$ cat config.mk
export PLATFORM = sky130hd
export DESIGN_NAME = wb_arbiter
export DESIGN_NICKNAME = d
export VERILOG_FILES = /design/src/rtl/wb_arbiter.sv
export SDC_FILE = /design/constraint.sdc
export NUM_CORES = 1
export LEC_CHECK = 0
export ABC_AREA = 1
export CELL_PAD_IN_SITES_DETAIL_PLACEMENT = 1
export CELL_PAD_IN_SITES_GLOBAL_PLACEMENT = 1
export CORE_UTILIZATION = 41
export CTS_CLUSTER_DIAMETER = 50
export DETAILED_ROUTE_END_ITERATION = 10
export PLACE_DENSITY = 0.81
export RECOVER_POWER = 100
export SETUP_SLACK_MARGIN = 0.15
export SLEW_MARGIN = 10
export SYNTH_ARGS = -nofsm -noshare
export SYNTH_HDL_FRONTEND = slang
export SYNTH_SLANG_ARGS = --single-unit
$ cat constraint.sdc
create_clock -name clk -period 3.55 [get_ports clk]
set_input_delay 0.5325 -clock clk [delete_from_list [all_inputs] [get_ports clk]]
set_output_delay 0.5325 -clock clk [all_outputs]
set_load 0.01 [all_outputs]
$ cat src/rtl/wb_arbiter.sv
// Writeback arbiter: merges ALU, FPU and load results onto two registered register-file write ports.
// Latency: ALU 1 edge to port flops; FPU/load 2 edges (enqueue, then issue from queue).
// Backpressure: ALU never stalls; fpu_ready/mem_ready drop when fewer than two queue slots are free.
//
// Ports: clk/rstn (async active-low reset); alu_valid/alu_rd/alu_data (no ready);
// fpu_valid/fpu_ready/fpu_rd/fpu_data and mem_valid/mem_ready/mem_rd/mem_data (valid-ready);
// we1/aw1/wd1 and we2/aw2/wd2 registered write ports; empty = queue empty and no write pending.
module wb_arbiter #(
    parameter int DEPTH = 4
) (
    input  logic        clk,
    input  logic        rstn,
    input  logic        alu_valid,
    input  logic [5:0]  alu_rd,
    input  logic [31:0] alu_data,
    input  logic        fpu_valid,
    output logic        fpu_ready,
    input  logic [5:0]  fpu_rd,
    input  logic [31:0] fpu_data,
    input  logic        mem_valid,
    output logic        mem_ready,
    input  logic [5:0]  mem_rd,
    input  logic [31:0] mem_data,
    output logic        we1,
    output logic [5:0]  aw1,
    output logic [31:0] wd1,
    output logic        we2,
    output logic [5:0]  aw2,
    output logic [31:0] wd2,
    output logic        empty
);
    localparam int AW = $clog2(DEPTH);
    localparam int CW = AW + 1;

    logic [AW-1:0] rd_ptr, wr_ptr;
    logic [CW-1:0] count;
    logic [5:0]    q_rd   [DEPTH];
    logic [31:0]   q_data [DEPTH];

    logic          mem_enq, fpu_enq, alu_use;
    logic [1:0]    enq_n, deq_n;
    logic [AW-1:0] sec_idx;
    logic          n_we1, n_we2;
    logic [5:0]    n_aw1, n_aw2;
    logic [31:0]   n_wd1, n_wd2;

    // Two free slots required so a simultaneous FPU+load transfer always fits.
    // Driven from the registered count only, so there is no valid->ready path.
    assign fpu_ready = (count <= CW'(DEPTH - 2));
    assign mem_ready = fpu_ready;

    // rd==0 transfers complete the handshake but are dropped.
    assign mem_enq = mem_valid & mem_ready & (mem_rd != 6'd0);
    assign fpu_enq = fpu_valid & fpu_ready & (fpu_rd != 6'd0);
    assign enq_n   = {1'b0, mem_enq} + {1'b0, fpu_enq};
    assign alu_use = alu_valid & (alu_rd != 6'd0);
    assign sec_idx = rd_ptr + AW'(1);

    assign empty = (count == '0) & ~we1 & ~we2;

    // Issue selection looks only at entries present before this edge, so a
    // freshly enqueued result waits one cycle before it can issue.
    always_comb begin
        n_we1 = 1'b0;
        n_aw1 = 6'd0;
        n_wd1 = 32'd0;
        n_we2 = 1'b0;
        n_aw2 = 6'd0;
        n_wd2 = 32'd0;
        deq_n = 2'd0;
        if (alu_use) begin
            n_we1 = 1'b1;
            n_aw1 = alu_rd;
            n_wd1 = alu_data;
            if (count != '0) begin
                n_we2 = 1'b1;
                n_aw2 = q_rd[rd_ptr];
                n_wd2 = q_data[rd_ptr];
                deq_n = 2'd1;
            end
        end else begin
            if (count != '0) begin
                n_we1 = 1'b1;
                n_aw1 = q_rd[rd_ptr];
                n_wd1 = q_data[rd_ptr];
                deq_n = 2'd1;
            end
            if (count >= CW'(2)) begin
                n_we2 = 1'b1;
                n_aw2 = q_rd[sec_idx];
                n_wd2 = q_data[sec_idx];
                deq_n = 2'd2;
            end
        end
    end

    always_ff @(posedge clk or negedge rstn) begin
        if (!rstn) begin
            rd_ptr <= '0;
            wr_ptr <= '0;
            count  <= '0;
            we1    <= 1'b0;
            aw1    <= 6'd0;
            wd1    <= 32'd0;
            we2    <= 1'b0;
            aw2    <= 6'd0;
            wd2    <= 32'd0;
        end else begin
            rd_ptr <= rd_ptr + AW'(deq_n);
            wr_ptr <= wr_ptr + AW'(enq_n);
            count  <= count + CW'(enq_n) - CW'(deq_n);
            we1    <= n_we1;
            aw1    <= n_aw1;
            wd1    <= n_wd1;
            we2    <= n_we2;
            aw2    <= n_aw2;
            wd2    <= n_wd2;
        end
    end

    // Storage is not reset; stray writes while in reset are harmless since count stays 0.
    // Load entry takes the first free slot, FPU entry the next.
    always_ff @(posedge clk) begin
        if (mem_enq) begin
            q_rd[wr_ptr]   <= mem_rd;
            q_data[wr_ptr] <= mem_data;
        end
        if (fpu_enq) begin
            q_rd[mem_enq ? wr_ptr + AW'(1) : wr_ptr]   <= fpu_rd;
            q_data[mem_enq ? wr_ptr + AW'(1) : wr_ptr] <= fpu_data;
        end
    end
endmodule

==> summary.txt, run 1 <==
GRT
  – GR Overflow Total: 0
  – GRT Total Usage: 27.8%
  – Vias in the first global route: 12300
  – Initial antenna violation count: 2
  – First-pass GRT wire length: 67900 um
  – Largest net degree at the start of global routing: 157

Cells and area
  – Area Overhead vs Synth: 25.3%
  – Share of layout cells above drive strength 1: 5.52%
  – Final #Nets: 1809
  – Non-filler cells, final: 2100

CTS
  – Root buffer cell: clkbuf_16
  – CTS resizes: 0
  – CTS Buf Count: 30
  – Clock Sinks: 237
  – Worst-Skew Late Latency: 0.55 ns
  – CTS max path bufs: 3
  – Hold_buf cts: 0
  – H-Tree Level Count: 1
  – Reg clk slew, reported paths: 0.06 ns
  – CTS tree: done
  – Post CTS Setup Buffer Count: 0

STA
  – Final Setup Violations: 0
  – Unrepaired setup endpoints after global routing: false
  – Layout Skew: 0.0184 ns
  – Worst Tran Pin Value: 1.60 ns
  – Relative slew slack: -6.39%
  – Fmax: 0.315 GHz
  – Final min period: 3.17 ns
  – TNS Setup: 0 ns
  – Final period util: 89.4%
  – Final Hold Viols: 0
  – Max Slew Vio Count: 64

Drt
  – Post-route DRC: 0
  – Drt initial violations: 851
  – Final WL: 44200 um
  – Drt wl/cell: 21.1 um
  – First-pass DRT Iterations: 5
  – Final ANT Viol Nets: 0
  – Vias per cell: 5.78
  – Via count: 12100

Synthesis
  – Sequential element share of the synthesized area: 52.4%
  – Async S/R FF share, synth: 35.9%
  – Cells after Synth: 1545
  – Synth area leader: edfxtp_1
  – Post-synth EDFFs: 152
  – Yosys top cell area share: 35.7%
  – List of most frequent post-synthesis cells: nand2_1, o21ai_0, nand4_1, edfxtp_1, inv_1
  – Most common cell in the netlist: nand2_1
  – Syn_area_per_cell: 8.27 um2
  – Cell Area, Synth: 0.0128 mm2
  – FF+latch count, synth: 237
  – Syn_nets: 1675
  – Synth Warn #: 0
  – Synth unique cells: 26
  – Main flop type after synthesis: edfxtp_1
  – Main area contributors after synthesis: edfxtp_1, nand2_1, dfrtp_1

Outcome
  – Failing checks: capacitance limit, slew limit
  – Outcome: complete, but fails checks

Flow run
  – Max Cap Viol: 1

Floorplanning
  – I/O pin count: 200
  – Die Wd: 178 um
  – Initial core utilization: 41.7%
  – DIE AREA: 0.0319 mm2
  – Die Ht: 178 um
  – Core ar.: 0.0306 mm2
  – Std-Cell Rows: 64

Setup path
  – CP cell instances: a21oi_4 > nand2_2 > a31oi_1 > buf_12 > nand3_1 > nand2_1 > clkbuf_2
  – Worst path slowest cell: buf_12
  – Crit path launch type: flip-flop
  – Critical Path RT: 3.79 ns
  – WP data arrival: 3.41 ns
  – CP endpoint kind: flip-flop
  – Crit-path max cell delay: 0.57 ns
  – Kind of critical path: flip-flop to flip-flop
  – CP max FO: 156

Pwr
  – Worst vdd ir: 0.000585 V
  – Leak: 6.93 nW
  – PwrDens: 890 mW/mm2

Placed design
  – GP Congestion: 0.823
  – DP HPWL: 27400 um
  – IO Port Bufs: 199
  – Placed Cells: 2043

Hold path
  – Min-delay worst type: primary input to async pin
-- worst paths after layout --
check,start,endpoint,slack [ns],cells past startpoint
min in group clk,alu_data[29],wd1[29]$_DFF_PN0_,0.54,3
min reg2reg,count[2]$_DFF_PN0_,count[2]$_DFF_PN0_,0.58,1
max reg2reg,count[0]$_DFF_PN0_,q_data[1][29]$_DFFE_PP_,0.38,7
max in group asynchronous,rstn,aw2[5]$_DFF_PN0_,1.75,2
max,count[0]$_DFF_PN0_,q_data[1][29]$_DFFE_PP_,0.38,7
min,rstn,wd1[13]$_DFF_PN0_,0.39,1
-- power by group --
part / total [mW] / switching, mW / internal (mW) / leakage (nW)
Sequential: 4.33 / 0.344 / 3.98 / 2.42
Combinational: 6.82 / 4.76 / 2.06 / 4.02
Clock: 3.10 / 1.21 / 1.89 / 0.494
Total: 14.2 / 6.31 / 7.93 / 6.93
-- kinds of logic (layout without fill, tap and decap cells) --
group	Yosys count	in the layout	share of synthesized area, %
DFF	237	237	52.4
AOI/OAI and AO/OA	321	321	13.4
and+or+nand+nor	748	748	25.2
buffers and inverters	222	380	7.38
adders and majority gates	11	11	1.20
other	0	1	0
xor gates and xnor gates	6	6	0.412
-- registers in the layout, indices dropped and copies added, names as in the netlist --
register / flops
aw1: 6
aw2: 6
count: 3
q_data: 128
q_rd: 24
rd_ptr: 2
wd1: 32
wd2: 32
we1: 1
we2: 1
wr_ptr: 2
-- final cells by class --
class                      instances  area [um2]
fill                            3579       14600
sequential                       237        6690
multi-input combinational       1086        5140
timing repair buffer             233        2310
clock buffer                      36         795
tap                              396         495
inverter                          91         344
clock inverter                    20         218
antenna                            1        2.50
-- metrics by stage --
| step | total power [mW] | worst slack (ns) | util, % | hold slack, ns | instance area, um2 |
|---|---|---|---|---|---|
| final | 14.2 | 0.377 | 52.3 | 0.388 | 16000 |
| after global placement | 11.0 | 0.199 | 49.3 | 0.552 | 15100 |
| after CTS | 14.5 | 0.640 | 52.6 | 0.101 | 16100 |
| after detailed placement | 11.3 | 0.0836 | 49.3 | 0.562 | 15100 |
| after floorplan | 8.45 | 0.684 | - | 0.237 | 12800 |
| after global routing | 15.1 | 0.206 | 52.3 | 0.524 | 16000 |
-- worst max-delay path: cells and delay by family, from the launching register on --
kind                   cells  cell delay [ns]
AO/OA/AOI/OAI              2             0.76
buffers and inverters      2             0.94
flip-flops                 1             0.43
AND/OR/NAND/NOR            3             0.71
-- per-layer routing --
layer / share of wire [%] / up-vias / GRT usage [%]
met5: 0.027 / - / 0
met4: 4.0 / 2 / 12.2
met3: 5.6 / 132 / 3.52
met2: 50 / 431 / 48.1
met1: 41 / 6003 / 34.5
li1: - / 5570 / -
-- cell usage in the layout (no fill, tap or decap), drive strengths merged, types with 2 or more instances in the layout --
| cell | netlist | routed |
|---|---|---|
| nand2 | 569 | 569 |
| dfrtp | 85 | 85 |
| o21ai | 212 | 212 |
| a21oi | 78 | 78 |
| clkdlybuf4s50 | 0 | 115 |
| nand4 | 156 | 156 |
| buf | 66 | 24 |
| nor2 | 15 | 15 |
| fa | 2 | 2 |
| edfxtp | 152 | 152 |
| xor2 | 3 | 3 |
| o211ai | 30 | 30 |
| xnor2 | 3 | 3 |
| ha | 9 | 9 |
| clkinvlp | 0 | 2 |
| bufinv | 0 | 4 |
| nand3 | 7 | 7 |
| inv | 91 | 94 |
| dlygate4sd3 | 0 | 83 |
| clkinv | 0 | 11 |
| clkbuf | 65 | 47 |
Power figures use the tool's default switching activity.
==> run 2, diff against run 1 <==
--- a/config.mk
+++ b/config.mk
@@ -11,7 +11,7 @@
 export CORE_UTILIZATION = 41
 export CTS_CLUSTER_DIAMETER = 50
 export DETAILED_ROUTE_END_ITERATION = 10
-export PLACE_DENSITY = 0.81
+export PLACE_DENSITY = 0.78
 export RECOVER_POWER = 100
 export SETUP_SLACK_MARGIN = 0.15
 export SLEW_MARGIN = 10
==> run 2 against run 1 <==
Against the previous run: the run still ends with capacitance limit, slew limit left; sequential share of layout area hardly changed; critical path depth stayed put; die area stayed put; final area shrank 0.12%; highest routed layer unchanged.
==> summary.txt, run 2 (synthesized netlist as in run 1, its figures left out) <==
GRT
  – Vias in the first global route: 12500 (was 12300)
  – Largest net degree at the start of global routing: 157 (unchanged)
  – First-pass GRT wire length: 68900 um (was 67900 um)
  – Initial antenna violation count: 1 (was 2)
  – GR Overflow Total: 0 (unchanged)
  – GRT Total Usage: 28.3% (was 27.8%)

Setup path
  – WP data arrival: 3.29 ns (was 3.41 ns)
  – Crit path max-delay family: buffers and inverters (unchanged)
  – Crit path launch type: flip-flop (unchanged)
  – Crit-path max cell delay: 0.74 ns (was 0.57 ns)
  – Cells on worst reg2reg path: 7 (unchanged)
  – CP max FO: 156 (unchanged)
  – Kind of critical path: flip-flop to flip-flop (unchanged)
  – CP endpoint kind: flip-flop (unchanged)
  – Worst path slowest cell: clkbuf_1 (was buf_12)
  – WP depth: 7 (unchanged)
  – CP dominant cell by count: nand2_2
  – Critical Path RT: 3.73 ns (was 3.79 ns)
  – CP cell instances: a21oi_4 > nand2_2 > a31oi_4 > buf_12 > nand3_1 > nand2_2 > clkbuf_1 (was a21oi_4 > nand2_2 > a31oi_1 > buf_12 > nand3_1 > nand2_1 > clkbuf_2)
  – Buf+Inv Stages, Crit Path: 2 (unchanged)

Pwr
  – Leak: 6.93 nW (about the same)
  – PwrDens: 884 mW/mm2 (was 890 mW/mm2)
  – Worst vdd ir: 0.000703 V (was 0.000585 V)

CTS
  – H-Tree Level Count: 1 (unchanged)
  – CTS max path bufs: 3 (unchanged)
  – Root buffer cell: clkbuf_16 (unchanged)
  – Hold_buf cts: 0 (unchanged)
  – CTS Buf Count: 30 (unchanged)
  – Post CTS Setup Buffer Count: 0 (unchanged)
  – Worst-Skew Late Latency: 0.56 ns (was 0.55 ns)
  – CTS tree: done (unchanged)
  – CTS resizes: 0 (unchanged)
  – Reg clk slew, reported paths: 0.06 ns (about the same)
  – Clock Sinks: 237 (unchanged)

STA
  – Final Setup Violations: 0 (unchanged)
  – Max Slew Vio Count: 73 (was 64)
  – Relative slew slack: -31.7% (was -6.39%)
  – Worst Tran Pin Value: 1.98 ns (was 1.60 ns)
  – Final Hold Viols: 0 (unchanged)
  – Fmax: 0.321 GHz (was 0.315 GHz)
  – Final min period: 3.12 ns (was 3.17 ns)
  – Final period util: 87.8% (was 89.4%)
  – Unrepaired setup endpoints after global routing: false (unchanged)
  – Layout Skew: 0.0104 ns (was 0.0184 ns)
  – TNS Setup: 0 ns (unchanged)

Placed design
  – GP Congestion: 0.806 (was 0.823)
  – DP HPWL: 27300 um (was 27400 um)
  – Placed cell area: 0.0150 mm2 (was 0.0151 mm2)
  – IO Port Bufs: 199 (unchanged)

Outcome
  – Failing checks: capacitance limit, slew limit (unchanged)
  – Outcome: complete, but fails checks (unchanged)

Cells and area
  – Biggest regs: q_data x128, wd1 x32, wd2 x32 (unchanged)
  – Design Area, Final: 0.0160 mm2 (about the same)
  – Diodes inserted: 0 (was 1)
  – Share of layout cells above drive strength 1: 5.70% (was 5.52%)
  – Final Core Density: 52.3% (about the same)
  – Largest register by flop count: q_data (unchanged)
  – Final #Nets: 1809 (unchanged)
  – Commonest non-fill, non-tap cells in the layout: nand2_1, o21ai_0, nand4_1 (unchanged)
  – Max FFs per register: 128 (unchanged)
  – Area Overhead vs Synth: 25.2% (was 25.3%)
  – Most common cell after layout, fill and taps aside: nand2_1 (unchanged)

Drt
  – Vias per cell: 5.73 (was 5.78)
  – First-pass DRT Iterations: 5 (unchanged)
  – Drt initial violations: 719 (was 851)
  – Final ANT Viol Nets: 0 (unchanged)
  – Final WL: 44500 um (was 44200 um)
  – Via count: 12000 (was 12100)
  – Drt wl/cell: 21.2 um (was 21.1 um)
  – Post-route DRC: 0 (unchanged)

Hold path
  – Min-delay worst type: primary input to async pin (unchanged)

Floorplanning
  – Std-Cell Rows: 64 (unchanged)
  – DIE AREA: 0.0319 mm2 (unchanged)
  – Die Wd: 178 um (unchanged)
  – I/O pin count: 200 (unchanged)
  – Die Ht: 178 um (unchanged)
  – Initial core utilization: 41.7% (unchanged)
  – Core ar.: 0.0306 mm2 (unchanged)

Flow run
  – Max Cap Viol: 1 (unchanged)
## run 2: changes by cell type in the layout (fill, tap and decap cells not counted), moves of 2 or more
| cell | before | now |
|---|---|---|
| o21ai_0 | 209 | 211 |
| o21ai_1 | 3 | 1 |
| clkinv_2 | 6 | 8 |
| buf_12 | 8 | 6 |
| buf_4 | 15 | 22 |
| nand2_2 | 6 | 3 |
| nand2_1 | 560 | 562 |
| clkbuf_8 | 0 | 5 |
| clkbuf_2 | 8 | 3 |
| bufinv_16 | 4 | 0 |
| clkinv_1 | 4 | 1 |
## run 2: worst paths after layout
kind                                         start                      end  slack (ns)
worst max-delay path            count[0]$_DFF_PN0_  q_data[1][28]$_DFFE_PP_        0.43
worst min-delay path                          rstn        wd1[18]$_DFF_PN0_        0.52
worst max register to register  count[0]$_DFF_PN0_  q_data[1][28]$_DFFE_PP_        0.43
worst min register to register  count[2]$_DFF_PN0_       count[2]$_DFF_PN0_        0.56
max in group asynchronous                     rstn      rd_ptr[1]$_DFF_PN0_        1.71
min in group clk                      alu_data[12]        wd1[12]$_DFF_PN0_        0.54
## run 2: area by class of cell
class,instances,area [um2]
Inverter,91,344
Clock inverter,16,114
Fill cell,3584,14600
Tap cell,396,495
Sequential cell,237,6690
Multi-Input combinational cell,1086,5160
Clock buffer,40,881
Timing Repair Buffer,233,2300
## run 2: layer usage
| metal | global-route usage (%) | routed length (um) | vias to the layer above | part of all wire [%] |
|---|---|---|---|---|
| li1 | - | - | 5561 | - |
| met1 | 35.2 | 18400 | 5971 | 41 |
| met2 | 49.6 | 22200 | 381 | 50 |
| met3 | 2.98 | 2290 | 119 | 5.2 |
| met4 | 12.1 | 1580 | 2 | 3.6 |
| met5 | 0 | 11 | - | 0.025 |
## run 2: stage by stage
stage / cells / setup WS [ns] / total power [mW] / hold WS, ns
after CTS: 2099 / 0.609 / 14.4 / 0.180
final: 2099 / 0.433 / 14.1 / 0.518
after global placement: 2043 / 0.249 / 11.1 / 0.538
after global routing: 2099 / 0.293 / 15.0 / 0.545
after detailed placement: 2043 / 0.184 / 11.4 / 0.549
after floorplan: 1545 / 0.684 / 8.45 / 0.237
## run 2: power breakdown
part           internal (mW)  switching [mW]
sequential              3.98           0.350
combinational           2.05            4.77
clock                   1.75            1.23
## run 2: worst reg2reg max path: cells and delay by family, from the launching register on
family                 cells  cell delay [ns]
and+or+nand+nor            3             0.46
buffers and inverters      2             1.29
DFF                        1             0.44
AOI/OAI and AO/OA          2             0.55
